===== config.mk =====
export PLATFORM = sky130hd
export DESIGN_NAME = pixel_stream_tx
export DESIGN_NICKNAME = d
export VERILOG_FILES = /design/src/rtl/pix_tx_pkg.sv /design/src/rtl/pix_tx_timing.sv /design/src/rtl/pixel_stream_tx.sv
export SDC_FILE = /design/constraint.sdc
export NUM_CORES = 1
export LEC_CHECK = 0
export BUFFER_PORTS_ARGS = -buffer_cell sky130_fd_sc_hd__buf_2
export CAP_MARGIN = 20
export CORE_UTILIZATION = 50
export DETAILED_ROUTE_END_ITERATION = 7
export PLACE_DENSITY_LB_ADDON = 0.1
export SLEW_MARGIN = 0
export SYNTH_ARGS = -nofsm -noshare
export SYNTH_HDL_FRONTEND = slang
export SYNTH_SLANG_ARGS = --single-unit

===== constraint.sdc =====
create_clock -name clk -period 2.7 [get_ports clk]
set_input_delay 0.135 -clock clk [delete_from_list [all_inputs] [get_ports clk]]
set_output_delay 0.135 -clock clk [all_outputs]
set_load 0.005 [all_outputs]

===== src/rtl/pix_tx_pkg.sv =====
// Shared types and helpers for the pixel-stream frame source.
// Optional build macro PIX_TX_PATTERN_EN is consumed by pixel_stream_tx.
package pix_tx_pkg;

    localparam int unsigned PIX_W = 8;

    typedef enum logic [2:0] {
        StIdle,
        StLine,
        StHblk,
        StVblk,
        StDone
    } pix_tx_state_e;

    // Ceiling log2, never less than 1 so counters always have a real bit.
    function automatic int unsigned clog2(input int unsigned val);
        int unsigned res;
        res = 1;
        for (int unsigned i = 1; i < 32; i++) begin
            if ((64'd1 << i) < 64'(val)) res = i + 1;
        end
        return res;
    endfunction

endpackage


===== src/rtl/pix_tx_timing.sv =====
// Frame timing engine: FSM, raster counters, memory read strobe/address and
// pre-aligned sof/eol markers for the data stage in pixel_stream_tx.
module pix_tx_timing
    import pix_tx_pkg::*;
#(
    parameter int unsigned IMG_W  = 256,
    parameter int unsigned IMG_H  = 256,
    parameter int unsigned HBLANK = 4,
    parameter int unsigned VBLANK = 16,
    parameter int unsigned ADDR_W = 16,
    parameter int unsigned XW     = clog2(IMG_W),
    parameter int unsigned YW     = clog2(IMG_H)
) (
    input  logic              clk,
    input  logic              rst_n,
    input  logic              start_i,
    output logic              start_ack_o,
    output logic              busy_o,
    output logic              done_o,
    output logic              line_o,
    output logic [ADDR_W-1:0] addr_o,
    output logic              sof_o,
    output logic              eol_o,
    output logic [XW-1:0]     x_o,
    output logic [YW-1:0]     y_o
);

    localparam int unsigned BW = clog2(((HBLANK > VBLANK) ? HBLANK : VBLANK) + 1);

    pix_tx_state_e     state_q, state_d;
    logic [XW-1:0]     x_q, x_d;
    logic [YW-1:0]     y_q, y_d;
    logic [BW-1:0]     blk_q, blk_d;
    logic [ADDR_W-1:0] addr_q, addr_d;
    logic              busy_q, busy_d;
    logic              done_q, done_d;
    logic              line_q, line_d;
    logic              sof_q, sof_d;
    logic              eol_q, eol_d;

    assign start_ack_o = (state_q == StIdle) && start_i;

    always_comb begin
        state_d = state_q;
        x_d     = x_q;
        y_d     = y_q;
        blk_d   = blk_q;
        addr_d  = addr_q;
        case (state_q)
            StIdle: begin
                if (start_i) begin
                    state_d = StLine;
                    x_d     = '0;
                    y_d     = '0;
                    addr_d  = '0;
                end
            end
            StLine: begin
                addr_d = addr_q + ADDR_W'(1);
                if (x_q == XW'(IMG_W - 1)) begin
                    x_d   = '0;
                    blk_d = '0;
                    if (y_q == YW'(IMG_H - 1)) begin
                        state_d = StVblk;
                    end else begin
                        y_d     = y_q + YW'(1);
                        state_d = (HBLANK > 0) ? StHblk : StLine;
                    end
                end else begin
                    x_d = x_q + XW'(1);
                end
            end
            StHblk: begin
                if (blk_q == BW'(HBLANK - 1)) state_d = StLine;
                else blk_d = blk_q + BW'(1);
            end
            // VBLANK+1 cycles here: the first overlaps the last pixel's data stage.
            StVblk: begin
                if (blk_q == BW'(VBLANK)) state_d = StDone;
                else blk_d = blk_q + BW'(1);
            end
            StDone: begin
                state_d = StIdle;
                addr_d  = '0;
                y_d     = '0;
            end
            default: state_d = StIdle;
        endcase

        busy_d = (state_d != StIdle);
        done_d = (state_d == StDone);
        line_d = (state_d == StLine);
        sof_d  = line_d && (addr_d == '0);
        eol_d  = line_d && (x_d == XW'(IMG_W - 1));
    end

    always_ff @(posedge clk) begin
        if (!rst_n) begin
            state_q <= StIdle;
            x_q     <= '0;
            y_q     <= '0;
            blk_q   <= '0;
            addr_q  <= '0;
            busy_q  <= 1'b0;
            done_q  <= 1'b0;
            line_q  <= 1'b0;
            sof_q   <= 1'b0;
            eol_q   <= 1'b0;
        end else begin
            state_q <= state_d;
            x_q     <= x_d;
            y_q     <= y_d;
            blk_q   <= blk_d;
            addr_q  <= addr_d;
            busy_q  <= busy_d;
            done_q  <= done_d;
            line_q  <= line_d;
            sof_q   <= sof_d;
            eol_q   <= eol_d;
        end
    end

    assign busy_o = busy_q;
    assign done_o = done_q;
    assign line_o = line_q;
    assign addr_o = addr_q;
    assign sof_o  = sof_q;
    assign eol_o  = eol_q;
    assign x_o    = x_q;
    assign y_o    = y_q;

endmodule


===== src/rtl/pixel_stream_tx.sv =====
// Frame source for the pixel-stream filter chain: timing engine plus data stage.
// Define PIX_TX_PATTERN_EN to add pattern_sel_i and the internal (x+y) test pattern.
module pixel_stream_tx
    import pix_tx_pkg::*;
#(
    parameter int unsigned IMG_W  = 256,
    parameter int unsigned IMG_H  = 256,
    parameter int unsigned HBLANK = 4,
    parameter int unsigned VBLANK = 16,
    parameter int unsigned ADDR_W = 16
) (
    input  logic              clk,
    input  logic              rst_n,
    input  logic              start_i,
`ifdef PIX_TX_PATTERN_EN
    input  logic              pattern_sel_i,
`endif
    output logic              busy_o,
    output logic              done_o,
    output logic              mem_rd_o,
    output logic [ADDR_W-1:0] mem_addr_o,
    input  logic [PIX_W-1:0]  mem_dat_i,
    output logic [PIX_W-1:0]  dat_o,
    output logic              val_o,
    output logic              sof_o,
    output logic              eol_o
);

    localparam int unsigned XW = clog2(IMG_W);
    localparam int unsigned YW = clog2(IMG_H);

    logic             start_ack, line, sof_pre, eol_pre;
    logic [XW-1:0]    x;
    logic [YW-1:0]    y;
    logic             pat_q, pat_d;
    logic             val_q, sof_q, eol_q;
    logic [PIX_W-1:0] pat_dat_q, pat_dat_d;
    logic [PIX_W-1:0] hold_q, hold_d;
    logic [PIX_W-1:0] dat;

    pix_tx_timing #(
        .IMG_W  (IMG_W),
        .IMG_H  (IMG_H),
        .HBLANK (HBLANK),
        .VBLANK (VBLANK),
        .ADDR_W (ADDR_W),
        .XW     (XW),
        .YW     (YW)
    ) u_timing (
        .clk         (clk),
        .rst_n       (rst_n),
        .start_i     (start_i),
        .start_ack_o (start_ack),
        .busy_o      (busy_o),
        .done_o      (done_o),
        .line_o      (line),
        .addr_o      (mem_addr_o),
        .sof_o       (sof_pre),
        .eol_o       (eol_pre),
        .x_o         (x),
        .y_o         (y)
    );

`ifdef PIX_TX_PATTERN_EN
    assign pat_d = start_ack ? pattern_sel_i : pat_q;
`else
    assign pat_d = start_ack & 1'b0;
`endif

    // Memory data arrives in the val_o cycle, so it is passed through rather than
    // registered; the hold register keeps dat_o stable between pixels.
    always_comb begin
        pat_dat_d = PIX_W'(x) + PIX_W'(y);
        dat       = val_q ? (pat_q ? pat_dat_q : mem_dat_i) : hold_q;
        hold_d    = dat;
    end

    always_ff @(posedge clk) begin
        if (!rst_n) begin
            pat_q     <= 1'b0;
            val_q     <= 1'b0;
            sof_q     <= 1'b0;
            eol_q     <= 1'b0;
            pat_dat_q <= '0;
            hold_q    <= '0;
        end else begin
            pat_q     <= pat_d;
            val_q     <= line;
            sof_q     <= sof_pre;
            eol_q     <= eol_pre;
            pat_dat_q <= pat_dat_d;
            hold_q    <= hold_d;
        end
    end

    assign mem_rd_o = line & ~pat_q;
    assign dat_o    = dat;
    assign val_o    = val_q;
    assign sof_o    = sof_q;
    assign eol_o    = eol_q;

endmodule


# --- Word level (Yosys, flattened, before mapping) ---
# Cells that the tools add are included.
word_totals:
  register_bits: 56
classes:
  addsub: 4
  n_eq_ne: 16
  reduce_logical: 9
  muxes: 20
ops:
  columns: ["op", "n"]
  rows:
  - ["2-to-1 mux 8 bit", 6]
  - ["case mux 16 bit (3 select lines)", 1]
  - ["== test 8 bit, second input constant", 3]
  - ["case mux 8 bit (3 select lines)", 1]
  - ["adder 16 x 1 -> 16 bit, second input constant", 1]
  - ["adder 8 x 1 -> 8 bit, second input constant", 2]
  - ["zero test 16 bit", 1]
  - ["2-to-1 mux 16 bit", 1]
  - ["case mux 8 bit (2 select lines)", 1]
  - ["2-to-1 mux 5 bit", 3]
  - ["case mux 5 bit (3 select lines)", 1]
  - ["2-to-1 mux 3 bit", 4]
  - ["case mux 3 bit (4 select lines)", 1]
  - ["nonzero test 3 bit", 3]
  - ["!= test 2 bit, second input constant", 4]
  - ["AND reduction 4 bit", 2]
  - ["== test 3 x 1 -> 1 bit, second input constant", 2]
  - ["== test 3 x 2 -> 1 bit, second input constant", 2]
  - ["== test 3 bit, second input constant", 2]
  - ["adder 5 x 1 -> 5 bit, second input constant", 1]
  - ["== test 5 x 2 -> 1 bit, second input constant", 1]
  - ["== test 5 bit, second input constant", 1]
  - ["zero test 3 bit", 1]
  - ["logical AND 1 bit", 2]
  - ["2 further kinds", 2]

# --- Longest topological paths before layout ---
depth:
  depth_word: 6
  mapped_depth: 9

# --- By module ---
# A second synthesis with hierarchy kept.
unflattened:
  hier_cells: 345
  area_unflattened_um2: 2954.1
by_module_without_submodules:
  columns: ["mod", "area_each_um2", "cells_per_inst", "seq_area_each_um2", "instances"]
  rows:
  - ["pix_tx_timing", 2527.4, 313, 900.9, 1]
  - ["pixel_stream_tx", 426.7, 32, 220.2, 1]

# --- Worst setup path after synthesis ---
# OpenSTA, ideal clock, no wires.
synth_path:
  kind: "reg-to-reg"
  startpoint: "register u_timing.x_q[0] (netlist: u_timing.x_o[0])"
  endpoint: "register u_timing.eol_q (netlist: u_timing.eol_o)"
  setup_time_ps: 88
  path_buffers: 0
  stages_incl_launch_ff: 8
  arrival_time_ps: 1854
  slack_ps: 758
  path_cell_list: "dfxtp_1 ha_1 and4_1 nand4_4 o21ai_4 o21a_4 or3_4 nor4_2"
synth_between:
  elab_chain_len: 5
  elab_cells_between_ends: 10
  classes_between: "add/sub (1); eq/ne (3); mux (5); reduce/logical (1)"
synth_lines:
  columns: ["item", "line_no", "source"]
  rows:
  - ["start: declaration", "pix_tx_timing.sv:31", "logic [XW-1:0] x_q, x_d;"]
  - ["start signal: assignment", "pix_tx_timing.sv:100", "x_q <= '0;"]
  - ["start signal: assignment", "pix_tx_timing.sv:111", "x_q <= x_d;"]
  - ["adder 8 x 1 -> 8 bit / == test 8 bit (equally long branches)", "pix_tx_timing.sv:70, pix_tx_timing.sv:60", null]
  - ["2-to-1 mux 8 bit / 2-to-1 mux 3 bit (equally long branches)", "pix_tx_timing.sv:60", "if (x_q == XW'(IMG_W - 1)) begin"]
  - ["case mux 8 bit (2 select lines) / case mux 3 bit (4 select lines) (equally long branches)", "pix_tx_timing.sv:49", "case (state_q)"]
  - ["== test 8 bit / == test 3 x 1 -> 1 bit (equally long branches)", "pix_tx_timing.sv:94, pix_tx_timing.sv:92", null]
  - ["logical AND 1 bit *", "pix_tx_timing.sv:94", "eol_d = line_d && (x_d == XW'(IMG_W - 1));"]
  - ["end signal: assignment", "pix_tx_timing.sv:119", "eol_q <= eol_d;"]
  - ["end: declaration", "pix_tx_timing.sv:39", "logic eol_q, eol_d;"]
# Every way passes the cells marked *; elsewhere a longest branch is shown, timed or not.
# A chain may end at the register's enable or synchronous reset.

# --- Worst setup path in the final report ---
layout_path:
  startpoint: "register u_timing.state_q[0]"
  endpoint: "register u_timing.sof_q (netlist: u_timing.sof_o)"
layout_between:
  elab_chain_len: 4
  elab_cells_between_ends: 14
  classes_between: "eq/ne (5); mux (6); reduce/logical (3)"
layout_lines:
  columns: ["item", "line_no", "source"]
  rows:
  - ["start: declaration", "pix_tx_timing.sv:30", "pix_tx_state_e state_q, state_d;"]
  - ["start signal: assignment", "pix_tx_timing.sv:99", "state_q <= StIdle;"]
  - ["start signal: assignment", "pix_tx_timing.sv:110", "state_q <= state_d;"]
  - ["== test 3 bit (tied with other cells)", "pix_tx_timing.sv:49", null]
  - ["case mux 16 bit (3 select lines) / case mux 3 bit (4 select lines) (equally long branches)", "pix_tx_timing.sv:49", null]
  - ["zero test 16 bit / == test 3 x 1 -> 1 bit (equally long branches)", "pix_tx_timing.sv:93, pix_tx_timing.sv:92", null]
  - ["logical AND 1 bit *", "pix_tx_timing.sv:93", "sof_d = line_d && (addr_d == '0);"]
  - ["end signal: assignment", "pix_tx_timing.sv:107", "sof_q <= 1'b0;"]
  - ["end signal: assignment", "pix_tx_timing.sv:118", "sof_q <= sof_d;"]
  - ["end: declaration", "pix_tx_timing.sv:38", "logic sof_q, sof_d;"]
# Marks and branches as above.

==> results by group <==
Outcome
  • Status: completed

Drt
  • Initial drt markers: 206
  • Via count: 2,647
  • DR WL/cell: 14.2 um
  • ANT nets after route: 0
  • Drt drc: 0
  • Routed vias/inst: 5.82
  • Total Wirelength: 6480 um
  • First-pass detailed-route iteration total: 4

Clocking
  • Postcts setup bufs: 0
  • Root Driver: clkbuf_8
  • CTS tree: built
  • Worst-Skew Late Latency: 0.30 ns
  • CTS Sinks: 56
  • Register clock-pin slew on the reported worst setup and hold paths: 0.09 ns
  • TritonCTS Buffers: 5
  • Htree depth: 2
  • # hold bufs at CTS: 0
  • Post-cts resize count: 0
  • Clock Tree Buf Depth: 2

Synthesis
  • Commonest cells post-synth: dfxtp_1 (56), nor2_1 (31), and2_1 (26), o21ai_0 (26), nand2_1 (23)
  • Mean Syn Cell Area: 8.61 um2
  • Cell taking the most area after synthesis: dfxtp_1
  • Largest cells by area after synthesis: dfxtp_1 (37%), and2_1 (5.4%), o21ai_0 (4.3%), nor2_1 (3.8%), mux2_2 (3.0%)
  • FF+latch count, synth: 56
  • Warnings from Yosys: 0
  • Top-count cell post-synth: dfxtp_1
  • Synthesized Nets: 367
  • Seq/Total Area, Yosys: 0.371
  • Netlist Area Pre-Place: 0.00302 mm2
  • Number of flops mapped to enable cells by yosys: 0
  • Post-synthesis cell count: 351
  • Post-synth ARST share: 0
  • Unique cell type count in the Yosys netlist: 67
  • Post-synth top area share: 0.371
  • Synth Flop Type: dfxtp_1

Power and ir drop
  • Pwr Density: 446 mW/mm2
  • Leak pwr: 1.35 nW
  • Peak VDD IR: 0.000303 V

Finish
  • Layout Nets: 398
  • Fill cell count: 544
  • Post-route design area: 0.00332 mm2
  • Layout area overhead: 9.77%
  • Share of layout cells above drive strength 1: 0.198
  • Ant. Diodes: 0

Setup path
  • CP max stage delay: 0.57 ns
  • Buffers plus inverters on the worst setup path: 1
  • Critical Setup Path Class: reg -> reg
  • Stages on worst setup path: 7
  • Worst Path Max Fanout: 14
  • Worst setup SP type: register
  • CP Capture Type: register
  • Worst path top cell family by delay: simple AND/OR/NAND/NOR gates
  • Critical Path RT: 2.89 ns
  • Crit path launch: u_timing.state_q[0]$_SDFF_PN0_
  • CP arrival: 2.46 ns
  • R2R cell count: 7
  • Crit-path slowest cell: dfxtp_1
  • Crit Reg-Reg Startpoint: u_timing.state_q[0]$_SDFF_PN0_
  • CP cell instances: or3b_1 -> buf_4 -> or4_1 -> nand3_1 -> nor2_1 -> nand4_1 -> nor4_2

Run
  • Max Cap Violations: 0

STA
  • RSZ-0062 raised after global routing: false
  • Relative slew slack: 0.566
  • Slew @ Worst Pin: 0.645 ns
  • Setup TNS: 0 ns
  • Crit path time final: 2.27 ns
  • Max Slew Vio Count: 0
  • Post-route clock period utilization: 0.841
  • Worst Skew: 0.00546 ns
  • Final hold violation count: 0
  • Max Freq: 441 MHz
  • Final setup fails: 0

Die
  • Initial Util: 0.533
  • Die height: 79.8 um
  • # rows: 27
  • Top Ports: 41
  • Die W: 79.8 um
  • Die Footprint: 0.00636 mm2
  • CORE AREA: 0.00568 mm2

Global routing
  • GRT Resource Usage Total: 0.212
  • Initial antenna violation count: 0
  • Pin count of the biggest net entering global routing: 37
  • First-pass GRT wire length: 10,700 um
  • Number of global-route vias before repair: 2,282
  • Remaining Overflow, GRT: 0

Placement
  • Gpl congestion: 0.832
  • Placed Area: 0.00323 mm2
  • Hpwl dp: 4630 um
  • IO Port Bufs: 40

Min path
  • WHS Path Cells: 3
  • Hold wc startpoint: mem_dat_i[0]
  • Hold Path Class: in -> reg
==> cell families (layout without fill, tap and decap cells) <==
kind of cell    after synthesis  count (layout)  synth area share
compound gates               84              84             0.183
xor+xnor                     13              13            0.0377
fa+ha+maj                     5               5            0.0207
buf+inv                      29              61            0.0517
flops                        56              56             0.371
mux                           8               8            0.0298
simple gates                156             156             0.306
==> cell type report <==
| class | count | area [um2] | share of cell area |
|---|---|---|---|
| multi-input cells | 266 | 1750 | 0.526 |
| repair buffers | 46 | 245 | 0.0739 |
| flip-flops and latches | 56 | 1120 | 0.338 |
| inverters | 7 | 26.3 | 0.00792 |
| clock buffers | 8 | 90.1 | 0.0271 |
| well taps | 72 | 90.1 | 0.0271 |
==> per-layer routing <==
metal / share of wire / GRT usage / wire length [um] / up-vias
met4: 0.010 / 0.0500 / 68 / 0
met2: 0.46 / 0.340 / 2950 / 59
met5: 0 / 0 / 0 / -
met3: 0.041 / 0.0411 / 266 / 6
li1: - / - / - / 1324
met1: 0.49 / 0.292 / 3200 / 1258
==> sequential cells by signal, summed over array words and instances, names as in the netlist <==
| register | flops |
|---|---|
| u_timing.eol_o | 1 |
| u_timing.state_q | 3 |
| u_timing.busy_o | 1 |
| u_timing.done_o | 1 |
| u_timing.line_o | 1 |
| u_timing.y_o | 8 |
| sof_o | 1 |
| u_timing.addr_o | 16 |
| u_timing.sof_o | 1 |
| u_timing.blk_q | 5 |
| hold_q | 8 |
| eol_o | 1 |
| u_timing.x_o | 8 |
| val_o | 1 |
==> final timing paths <==
| check | end | slack, ns |
|---|---|---|
| worst min-delay path | hold_q[0]$_SDFF_PN0_ | 0.18 |
| worst min register to register | sof_o$_SDFF_PN0_ | 0.45 |
| worst max register to register | u_timing.sof_o$_SDFF_PN0_ | 0.43 |
| worst max-delay path | u_timing.sof_o$_SDFF_PN0_ | 0.43 |
==> power breakdown <==
part / internal (mW) / total, mW / switching, mW / leakage, nW
Clock: 0.210 / 0.466 / 0.256 / 0.0455
Sequential: 0.843 / 0.861 / 0.0179 / 0.454
Combinational: 0.0654 / 0.152 / 0.0870 / 0.848
Total: 1.12 / 1.48 / 0.361 / 1.35
==> through the flow <==
stage	util	power (mW)	hold slack, ns	worst slack, ns	std cells
2_1_floorplan	-	0.985	0.401	0.758	351
3_3_place_gp	0.569	1.03	0.430	0.485	447
3_5_place_dp	0.569	1.03	0.425	0.474	447
4_1_cts	0.585	1.50	0.170	0.455	455
5_1_grt	0.585	1.55	0.184	0.275	455
6_report	0.585	1.48	0.176	0.431	455
==> worst reg2reg max path, stage by stage (launching register included) <==
cell,delay (ns)
dfxtp_1,0.57
or3b_1,0.56
buf_4,0.25
or4_1,0.50
nand3_1,0.09
nor2_1,0.05
nand4_1,0.10
nor4_2,0.05
==> placed cells by master (no fill, tap or decap), types with 2 or more instances in the layout <==
cell	synthesis	routed
dfxtp_1	56	56
buf_2	10	40
nor2_1	31	31
and2_1	26	26
o21ai_0	26	26
nand2_1	23	23
nand3_1	17	17
a21oi_1	13	13
mux2_2	8	8
nand4_1	8	8
a31oi_1	8	8
xor2_1	7	7
inv_1	6	6
and4_1	6	6
nor3_1	6	6
xnor2_1	6	6
clkbuf_8	0	6
buf_4	1	6
ha_1	5	5
a21o_1	4	4
nor3b_1	4	4
and3_1	4	4
a21boi_0	4	4
o211ai_1	4	4
nor2b_1	3	3
o21ai_1	3	3
nor4_1	3	3
o21a_1	3	3
nand2b_1	2	2
nor4b_2	2	2
a22oi_1	2	2
a22o_1	2	2
nand4b_1	2	2
nor4_2	2	2
or3_1	2	2
and3_2	2	2
clkbuf_1	6	2
Note: power is estimated with default switching activity, not from simulation.
